$ cat src/rtl/serial_cmp_pkg.sv
// Purpose : shared types for the serial compare arbiter and its comparator core.
// Latency : n/a (types only).
// Backpressure : n/a (types only).
// Contents: controller state enum, comparator core state enum, result flag struct.
package serial_cmp_pkg;

    // Controller states of the arbiter/shifter.
    typedef enum logic [1:0] {
        IDLE  = 2'd0,
        SHIFT = 2'd1,
        DONE  = 2'd2
    } ctrl_state_t;

    // Comparator core states; anything other than EQUAL is sticky until clr.
    typedef enum logic [1:0] {
        EQUAL   = 2'd0,
        LESS    = 2'd1,
        GREATER = 2'd2
    } core_state_t;

    // One-hot comparison outcome of A versus B.
    typedef struct packed {
        logic less;
        logic eq;
        logic greater;
    } cmp_result_t;

endpackage

$ cat src/rtl/serial_compare_msb_core.sv
// Purpose : MSB-first bit-serial magnitude comparator (A versus B).
// Latency : outputs are combinational from the current bit pair and the stored state.
// Backpressure : none; the state only advances while bit_en is high.
// Ports   : clk, rst (sync, active-high), clr (restart at EQUAL), bit_en (bit strobe),
//           a/b (current operand bits), less/eq/greater (combinational result).
module serial_compare_msb_core
    import serial_cmp_pkg::*;
(
    input  logic clk,
    input  logic rst,
    input  logic clr,
    input  logic bit_en,
    input  logic a,
    input  logic b,
    output logic less,
    output logic eq,
    output logic greater
);

    core_state_t state;

    // The first differing bit (seen MSB-first) decides the outcome; later bits
    // cannot change it, so only the EQUAL state ever moves.
    always_ff @(posedge clk) begin
        if (rst || clr) begin
            state <= EQUAL;
        end else if (bit_en && (state == EQUAL)) begin
            if (a && !b) begin
                state <= GREATER;
            end else if (!a && b) begin
                state <= LESS;
            end
        end
    end

    // Outputs fold in the bit currently presented, so the final bit's decision
    // is visible in the same cycle it is shifted in.
    assign eq      = (state == EQUAL) & (a ~^ b);
    assign less    = (state == LESS)    | ((state == EQUAL) & ~a &  b);
    assign greater = (state == GREATER) | ((state == EQUAL) &  a & ~b);

endmodule

$ cat src/rtl/serial_compare_arbiter.sv
// Purpose : round-robin shares one serial MSB-first comparator among N_REQ requesters.
// Latency : accept at T -> rsp_valid at T+WIDTH+1 (early exit: T+k+2 for first mismatch at MSB-offset k).
// Backpressure : result held in DONE until rsp_ready; no request is accepted until the cycle after that handshake.
// Ports   : clk, rst (sync, active-high); req_valid/req_ready (one-hot grant), req_a/req_b
//           (packed WIDTH-bit slices per requester); rsp_valid/rsp_ready, rsp_id, rsp_less/eq/greater.
// Option  : define SERIAL_CMP_EARLY_EXIT_EN to finish as soon as the first differing bit is seen.
module serial_compare_arbiter
    import serial_cmp_pkg::*;
#(
    parameter int WIDTH = 8,
    parameter int N_REQ = 2,
    parameter int ID_W  = $clog2(N_REQ)
) (
    input  logic                   clk,
    input  logic                   rst,
    input  logic [N_REQ-1:0]       req_valid,
    output logic [N_REQ-1:0]       req_ready,
    input  logic [N_REQ*WIDTH-1:0] req_a,
    input  logic [N_REQ*WIDTH-1:0] req_b,
    output logic                   rsp_valid,
    input  logic                   rsp_ready,
    output logic [ID_W-1:0]        rsp_id,
    output logic                   rsp_less,
    output logic                   rsp_eq,
    output logic                   rsp_greater
);

    localparam int CNT_W = $clog2(WIDTH);

    ctrl_state_t      state;
    logic [ID_W-1:0]  rr_ptr;
    logic [ID_W-1:0]  id_reg;
    logic [WIDTH-1:0] a_reg;
    logic [WIDTH-1:0] b_reg;
    logic [CNT_W-1:0] cnt;
    cmp_result_t      result;

    logic             grant_found;
    logic [ID_W-1:0]  grant_idx;
    logic [WIDTH-1:0] sel_a;
    logic [WIDTH-1:0] sel_b;
    logic             accept;
    logic             finish_shift;

    logic             core_clr;
    logic             core_bit_en;
    logic             core_less;
    logic             core_eq;
    logic             core_greater;

    // Round-robin search: the first valid requester at or after rr_ptr wins.
    // The sum is one bit wider than an ID so the wrap can be done by subtraction.
    always_comb begin
        logic [ID_W:0] probe;
        grant_found = 1'b0;
        grant_idx   = '0;
        probe       = '0;
        for (int k = 0; k < N_REQ; k++) begin
            probe = {1'b0, rr_ptr} + (ID_W+1)'(k);
            if (probe >= (ID_W+1)'(N_REQ)) begin
                probe = probe - (ID_W+1)'(N_REQ);
            end
            if (!grant_found && req_valid[probe[ID_W-1:0]]) begin
                grant_found = 1'b1;
                grant_idx   = probe[ID_W-1:0];
            end
        end
    end

    // Grant is purely a function of state and req_valid, never of rsp_ready.
    always_comb begin
        req_ready = '0;
        if ((state == IDLE) && grant_found) begin
            req_ready[grant_idx] = 1'b1;
        end
    end

    // Operand mux with constant slice bounds per requester.
    always_comb begin
        sel_a = '0;
        sel_b = '0;
        for (int i = 0; i < N_REQ; i++) begin
            if (grant_idx == ID_W'(i)) begin
                sel_a = req_a[i*WIDTH +: WIDTH];
                sel_b = req_b[i*WIDTH +: WIDTH];
            end
        end
    end

    assign accept      = (state == IDLE) && grant_found;
    assign core_clr    = accept;
    assign core_bit_en = (state == SHIFT);

`ifdef SERIAL_CMP_EARLY_EXIT_EN
    // A decided core cannot change its mind, so stop at the first mismatch.
    assign finish_shift = (cnt == '0) || core_less || core_greater;
`else
    assign finish_shift = (cnt == '0);
`endif

    serial_compare_msb_core u_core (
        .clk     (clk),
        .rst     (rst),
        .clr     (core_clr),
        .bit_en  (core_bit_en),
        .a       (a_reg[cnt]),
        .b       (b_reg[cnt]),
        .less    (core_less),
        .eq      (core_eq),
        .greater (core_greater)
    );

    always_ff @(posedge clk) begin
        if (rst) begin
            state     <= IDLE;
            rr_ptr    <= '0;
            id_reg    <= '0;
            a_reg     <= '0;
            b_reg     <= '0;
            cnt       <= '0;
            result    <= '0;
            rsp_valid <= 1'b0;
            rsp_id    <= '0;
        end else begin
            case (state)
                IDLE: begin
                    if (accept) begin
                        a_reg  <= sel_a;
                        b_reg  <= sel_b;
                        id_reg <= grant_idx;
                        cnt    <= CNT_W'(WIDTH - 1);
                        rr_ptr <= (grant_idx == ID_W'(N_REQ - 1)) ? '0 : grant_idx + 1'b1;
                        state  <= SHIFT;
                    end
                end
                SHIFT: begin
                    if (finish_shift) begin
                        result    <= '{less: core_less, eq: core_eq, greater: core_greater};
                        rsp_id    <= id_reg;
                        rsp_valid <= 1'b1;
                        state     <= DONE;
                    end else begin
                        cnt <= cnt - 1'b1;
                    end
                end
                DONE: begin
                    // Returning to IDLE here keeps the handshake cycle free of new grants.
                    if (rsp_ready) begin
                        rsp_valid <= 1'b0;
                        state     <= IDLE;
                    end
                end
                default: state <= IDLE;
            endcase
        end
    end

    assign rsp_less    = result.less;
    assign rsp_eq      = result.eq;
    assign rsp_greater = result.greater;

endmodule
$ cat config.mk
export PLATFORM = sky130hd
export DESIGN_NAME = serial_compare_arbiter
export DESIGN_NICKNAME = d
export VERILOG_FILES = /design/src/rtl/serial_cmp_pkg.sv /design/src/rtl/serial_compare_msb_core.sv /design/src/rtl/serial_compare_arbiter.sv
export SDC_FILE = /design/constraint.sdc
export NUM_CORES = 1
export LEC_CHECK = 0
export ABC_AREA = 0
export CAP_MARGIN = 20
export CORE_MARGIN = 5
export CORE_UTILIZATION = 47
export CTS_BUF_LIST = sky130_fd_sc_hd__clkbuf_4 sky130_fd_sc_hd__clkbuf_8
export CTS_CLUSTER_SIZE = 40
export DETAILED_ROUTE_END_ITERATION = 12
export GPL_TIMING_DRIVEN = 0
export HOLD_SLACK_MARGIN = 0.15
export PLACE_DENSITY_LB_ADDON = 0.12
export SYNTH_ARGS = -nofsm -noshare
export SYNTH_HDL_FRONTEND = slang
export SYNTH_SLANG_ARGS = --single-unit
$ cat constraint.sdc
create_clock -name clk -period 2.26 [get_ports clk]
set_clock_uncertainty 0.1 [all_clocks]
set_input_delay 0.565 -clock clk [delete_from_list [all_inputs] [get_ports clk]]
set_output_delay 0.565 -clock clk [all_outputs]
set_load 0.01 [all_outputs]
After elaboration in Yosys (flattened, before gate mapping):

Cells that the tools add are included.

* mux-type cells: 32
* reductions and logical operators: 22
* order comparisons: 7
* add/subtract/negate cells: 5
* bitwise operators: 10
* eq/ne operators: 8

Operators with widths (number)
* $mux 1: 16
* $mux 8: 2
* $mux 2: 6
* $reduce_and 3->1: 3
* $bmux 1 s3: 2
* $logic_and 1x1->1: 6
* $lt 1x2->1 const B: 3
* $mux 3: 2
* $ne 2x2->1 const B: 3
* $pmux 2 s3: 1
* $pmux 3 s2: 1
* $reduce_and 2->1: 3
* $reduce_bool 2->1: 3
* $and 1x1->1: 5
* $eq 2x1->1 const B: 2
* $eq 2x2->1 const B: 2
* $logic_not 2->1: 2
* $lt 3x4->1 const B: 1
* $logic_not 1->1: 3
* $logic_not 3->1: 1
* $sub 3x1->3 const B: 1
* $add 1x1->2 const B: 1
* $ge 1x2->1 const B: 1
* $ge 2x2->1 const B: 1
* other kinds (10): 13

* output and inout bits: 7
* register bits: 30

Longest topological paths before layout:

* word-level depth: 13
* mapped depth: 7
* gate-level depth less buffers: 6

Hierarchy:

A second synthesis with hierarchy kept.

* cells, all modules: 180
* area total of the unflattened synthesis: 1594.0 µm²

By module, submodules not included
* serial_compare_arbiter: instances 1, cells an instance 165, area each 1457.6 µm², sequential area each 560.5 µm²
* serial_compare_msb_core: instances 1, cells an instance 15, area each 136.4 µm², sequential area each 40.0 µm²

Least setup slack after synthesis:

Ideal clock, no wire load.

* path kind: register to register
* start: register cnt[0]
* end: register u_core.state[1]
* data required time: 2.102 ns
* setup slack: 0.194 ns
* cell stages (with the launch flop): 7
* clock period less this slack: 2.066 ns
* arrival time: 1.907 ns
* cells stage by stage: dfxtp_1 > buf_6 > mux4_2 > mux2_4 > ha_1 > nor4b_1 > o21a_1

* longest elaborated chain between the ends: 6

Ends and longest elaborated chain
* from (decl): RTL line serial_compare_arbiter.sv:35 `logic [CNT_W-1:0] cnt;`
* from (signal assigned): RTL line serial_compare_arbiter.sv:131 `cnt <= CNT_W'(WIDTH - 1);`
* from (signal assigned): RTL line serial_compare_arbiter.sv:143 `cnt <= cnt - 1'b1;`
* $bmux 1 s3 (on tied branches): RTL line serial_compare_arbiter.sv:106, serial_compare_arbiter.sv:107
* $mux 1 (on tied branches): RTL line serial_compare_arbiter.sv:106, serial_compare_arbiter.sv:107
* $logic_not 1->1 (on tied branches): RTL line serial_compare_msb_core.sv:30, serial_compare_msb_core.sv:28
* $logic_and 1x1->1 (on tied branches): RTL line serial_compare_msb_core.sv:30, serial_compare_msb_core.sv:28
* $reduce_bool 2->1 (no line)
* $reduce_and 2->1 (no line)
* to (signal assigned): RTL line serial_compare_msb_core.sv:26 `state <= EQUAL;`
* to (signal assigned): RTL line serial_compare_msb_core.sv:29 `state <= GREATER;`
* to (signal assigned): RTL line serial_compare_msb_core.sv:31 `state <= LESS;`
* to (decl): RTL line serial_compare_msb_core.sv:20 `core_state_t state;`

Parallel ways exist; a longest one is shown, timed or not. The select of a mux whose other input is x is not followed.
A chain may end at the register's enable or synchronous reset.

Worst setup path in the final report:

Same ends and word-level chain as after synthesis.

==> load_flow_metrics.sql <==
INSERT INTO impl_metrics (metric_group, metric, value, unit) VALUES
('cts', 'clock_latency', '0.33', 'ns'),
('drt', 'ant_nets', '0', ''),
('floorplan', 'floorplan.initialDensity', '0.496', ''),
('placed_design', 'routabilityCongestion', '0.812', ''),
('cts', 'cts_htree_levels', '2', ''),
('logic_synthesis', 'yosysSeqAreaShare', '0.436', ''),
('sta', 'report.final.hold_viol_count', '0', ''),
('grt', 'grt_pass1_vias', '1187', ''),
('logic_synthesis', 'dominant_cells_by_area_after_synthesis', 'sky130_fd_sc_hd__dfxtp_1, sky130_fd_sc_hd__a221o_1, sky130_fd_sc_hd__and2_1, sky130_fd_sc_hd__nor2_1, sky130_fd_sc_hd__mux4_1', ''),
('logic_synthesis', 'synth.top_cell.area_share', '0.436', ''),
('finish', 'n_fill_cell', '213', ''),
('critical_path', 'start_of_the_worst_register_to_register_path', 'cnt[0]', ''),
('critical_path', 'endpoint_kind', 'register', ''),
('grt', 'number_of_antenna_violations_at_the_first_check_in_global_routing', '0', ''),
('critical_path', 'setup.worst_path.start_class', 'register', ''),
('finish', 'antenna_cells', '0', ''),
('finish', 'final-seq-area', '601', 'um2'),
('finish', 'nets', '220', ''),
('drt', 'post_drt_wl_per_cell', '15.9', 'um'),
('sta', 'finalCritPeriodShare', '0.976', ''),
('sta', 'final_max_slew_viol_count', '0', ''),
('logic_synthesis', 'ys_dominant_reg_cell', 'sky130_fd_sc_hd__dfxtp_1', ''),
('logic_synthesis', 'number_of_enable_type_register_cells_in_the_synthesized_netlist', '0', ''),
('sta', 'count_of_final_setup_violators', '0', ''),
('sta', 'max_slew.worst_pin.slew', '0.538', 'ns'),
('critical_path', 'arrival', '2.37', 'ns'),
('power', 'vdd.ir_drop.worst', '0.602', 'mV'),
('drt', 'routed_wirelength', '3360', 'um'),
('logic_synthesis', 'mappedNetlistArea', '1380', 'um2'),
('drt', 'viasPerCell', '5.70', ''),
('floorplan', 'chipHeight', '64.2', 'um'),
('cts', 'cts.clk_slew.worst_paths', '0.09', 'ns'),
('power', 'leakagePower', '0.760', 'nW'),
('critical_path', 'required', '2.42', 'ns'),
('cts', 'cts.sinks', '30', ''),
('sta', 'layout_min_cycle_time', '2.21', 'ns'),
('finish', 'multiInputGateArea', '746', 'um2'),
('grt', 'maximum_number_of_pins_on_one_net_before_global_route_repair', '11', ''),
('drt', 'detailedRoute.firstIterationViolations', '85', ''),
('finish', 'drive_gt1_frac', '0.139', ''),
('floorplan', 'design.core.area', '2780', 'um2'),
('floorplan', 'ios', '44', ''),
('flow_run', 'maxCapViolCount', '0', ''),
('cts', 'clockBufferDepth', '2', ''),
('sta', 'hold_slack', '0.353', 'ns'),
('grt', 'groute.usage.overall', '0.167', ''),
('critical_path', 'maximum_fanout_encountered_on_the_critical_timing_path', '7', ''),
('critical_path', 'timing_worst_setup_path_type', 'reg2reg', ''),
('power', 'pwr_density_cell', '691', 'nW/um2'),
('drt', 'num_vias', '1203', ''),
('logic_synthesis', 'synth_top_cells_by_count', 'sky130_fd_sc_hd__dfxtp_1, sky130_fd_sc_hd__nor2_1, sky130_fd_sc_hd__and2_1', ''),
('critical_path', 'cells_traversed_along_the_worst_timing_path', 'buf_6 > mux4_2 > mux2_4 > ha_1 > nor4b_2 > o21a_1', ''),
('floorplan', 'die_w', '64.2', 'um'),
('logic_synthesis', 'yosys_warnings', '0', ''),
('cts', 'number_of_buffers_created_by_cts', '5', ''),
('critical_path', 'crit_path_top_delay_cell', 'sky130_fd_sc_hd__mux4_2', ''),
('drt', 'drc', '0', ''),
('drt', 'drt-pass1-iter-count', '4', ''),
('cts', 'clk_root_buffer_cell', 'sky130_fd_sc_hd__clkbuf_4', ''),
('logic_synthesis', 'synthDominantAreaCellType', 'sky130_fd_sc_hd__dfxtp_1', ''),
('grt', 'global_route.overflow_total', '0', ''),
('placed_design', 'numPortBuffers', '42', ''),
('sta', 'slew_headroom', '0.639', ''),
('run_status', 'run_status', 'finished clean', ''),
('placed_design', 'hpwl', '2500', 'um'),
('finish', 'flow.area_growth_from_synthesis', '38.0', '%'),
('logic_synthesis', 'yosys_register_bits', '30', ''),
('floorplan', 'placement_rows', '19', ''),
('critical_path', 'setup.worst_path.start', 'cnt[0]', ''),
('logic_synthesis', 'ys_async_sr_fraction', '0', ''),
('placed_design', 'place_ws', '-0.588', 'ns');
[critical path, delay by kind of cell, from the launching register on]
kind                     cells  cell delay, ns
buffers and inverters        1            0.14
AO/OA/AOI/OAI                1            0.14
AND/OR/NAND/NOR              1            0.26
adder cells (fa/ha/maj)      1            0.36
multiplexers                 2            0.80
flip-flops                   1            0.34
[logic make-up (layout without fill, tap and decap cells)]
group                    Yosys count  in the layout  synth area share
flip-flops                        30             30             0.436
buffers and inverters             11             59            0.0381
multiplexers                       8              8             0.113
AND/OR/NAND/NOR                   47             47             0.181
adder cells (fa/ha/maj)            3              3            0.0272
AO/OA/AOI/OAI                     33             33             0.206
[metal layers]
metal	global-route usage	vias to the layer above	wire length (um)
li1	-	594	-
met1	0.210	561	1420
met2	0.269	42	1690
met3	0.0508	6	195
met4	0.0611	0	50
met5	0	-	0
[worst paths after layout]
kind / slack [ns] / cells after the start / end
max: 0.05 / 6 / u_core.state[1]
min: 0.35 / 2 / rsp_eq
max reg2reg: 0.05 / 6 / u_core.state[1]
min reg2reg: 0.35 / 2 / rsp_eq
[power breakdown]
group | switching, mW | total (mW) | leakage, nW | internal (mW)
registers | 0.0391 | 0.629 | 0.247 | 0.590
clock network | 0.176 | 0.288 | 0.0308 | 0.112
logic | 0.180 | 0.398 | 0.483 | 0.219
[stage by stage]
| step | setup TNS [ns] | power, mW | std cells | utilization | cell area (um2) |
|---|---|---|---|---|---|
| finish | 0 | 1.32 | 211 | 0.684 | 1900 |
| global route | -0.0307 | 1.39 | 211 | 0.684 | 1900 |
| CTS | 0 | 1.31 | 211 | 0.679 | 1890 |
| detailed placement | -3.00 | 1.03 | 205 | 0.661 | 1840 |
| global placement | -2.56 | 1.02 | 205 | 0.661 | 1840 |
| floorplan | 0 | 0.880 | 132 | - | 1380 |
[timing repair]
action                     in CTS  in global routing
resized for setup              10                  3
setup endpoints to repair       2                  3
pin swaps                       1                  1
setup buffers                   0                  0
hold buffers                    0                  0
[placed cells by master (no fill, tap or decap), types with 3 or more instances in the layout]
cell type	Yosys	final
sky130_fd_sc_hd__nor2_1	15	14
sky130_fd_sc_hd__nand2_1	6	6
sky130_fd_sc_hd__a21oi_1	4	4
sky130_fd_sc_hd__a222oi_1	5	5
sky130_fd_sc_hd__o21a_1	3	3
sky130_fd_sc_hd__and2_1	11	11
sky130_fd_sc_hd__clkbuf_4	0	5
sky130_fd_sc_hd__a221o_1	9	9
sky130_fd_sc_hd__clkdlybuf4s50_1	0	38
sky130_fd_sc_hd__ha_1	3	3
sky130_fd_sc_hd__dfxtp_1	30	30
sky130_fd_sc_hd__inv_1	3	3
[cell type report]
cell class / instances / share of cell area
plain buffers: 7 / 0.0210
clock buffers: 5 / 0.0197
clock inverters: 2 / 0.00526
inverters: 3 / 0.00592
multi-input cells: 91 / 0.392
flip-flops and latches: 30 / 0.316
well taps: 31 / 0.0204
repair buffers: 42 / 0.220
No activity file was read; power rests on OpenSTA's default activity.
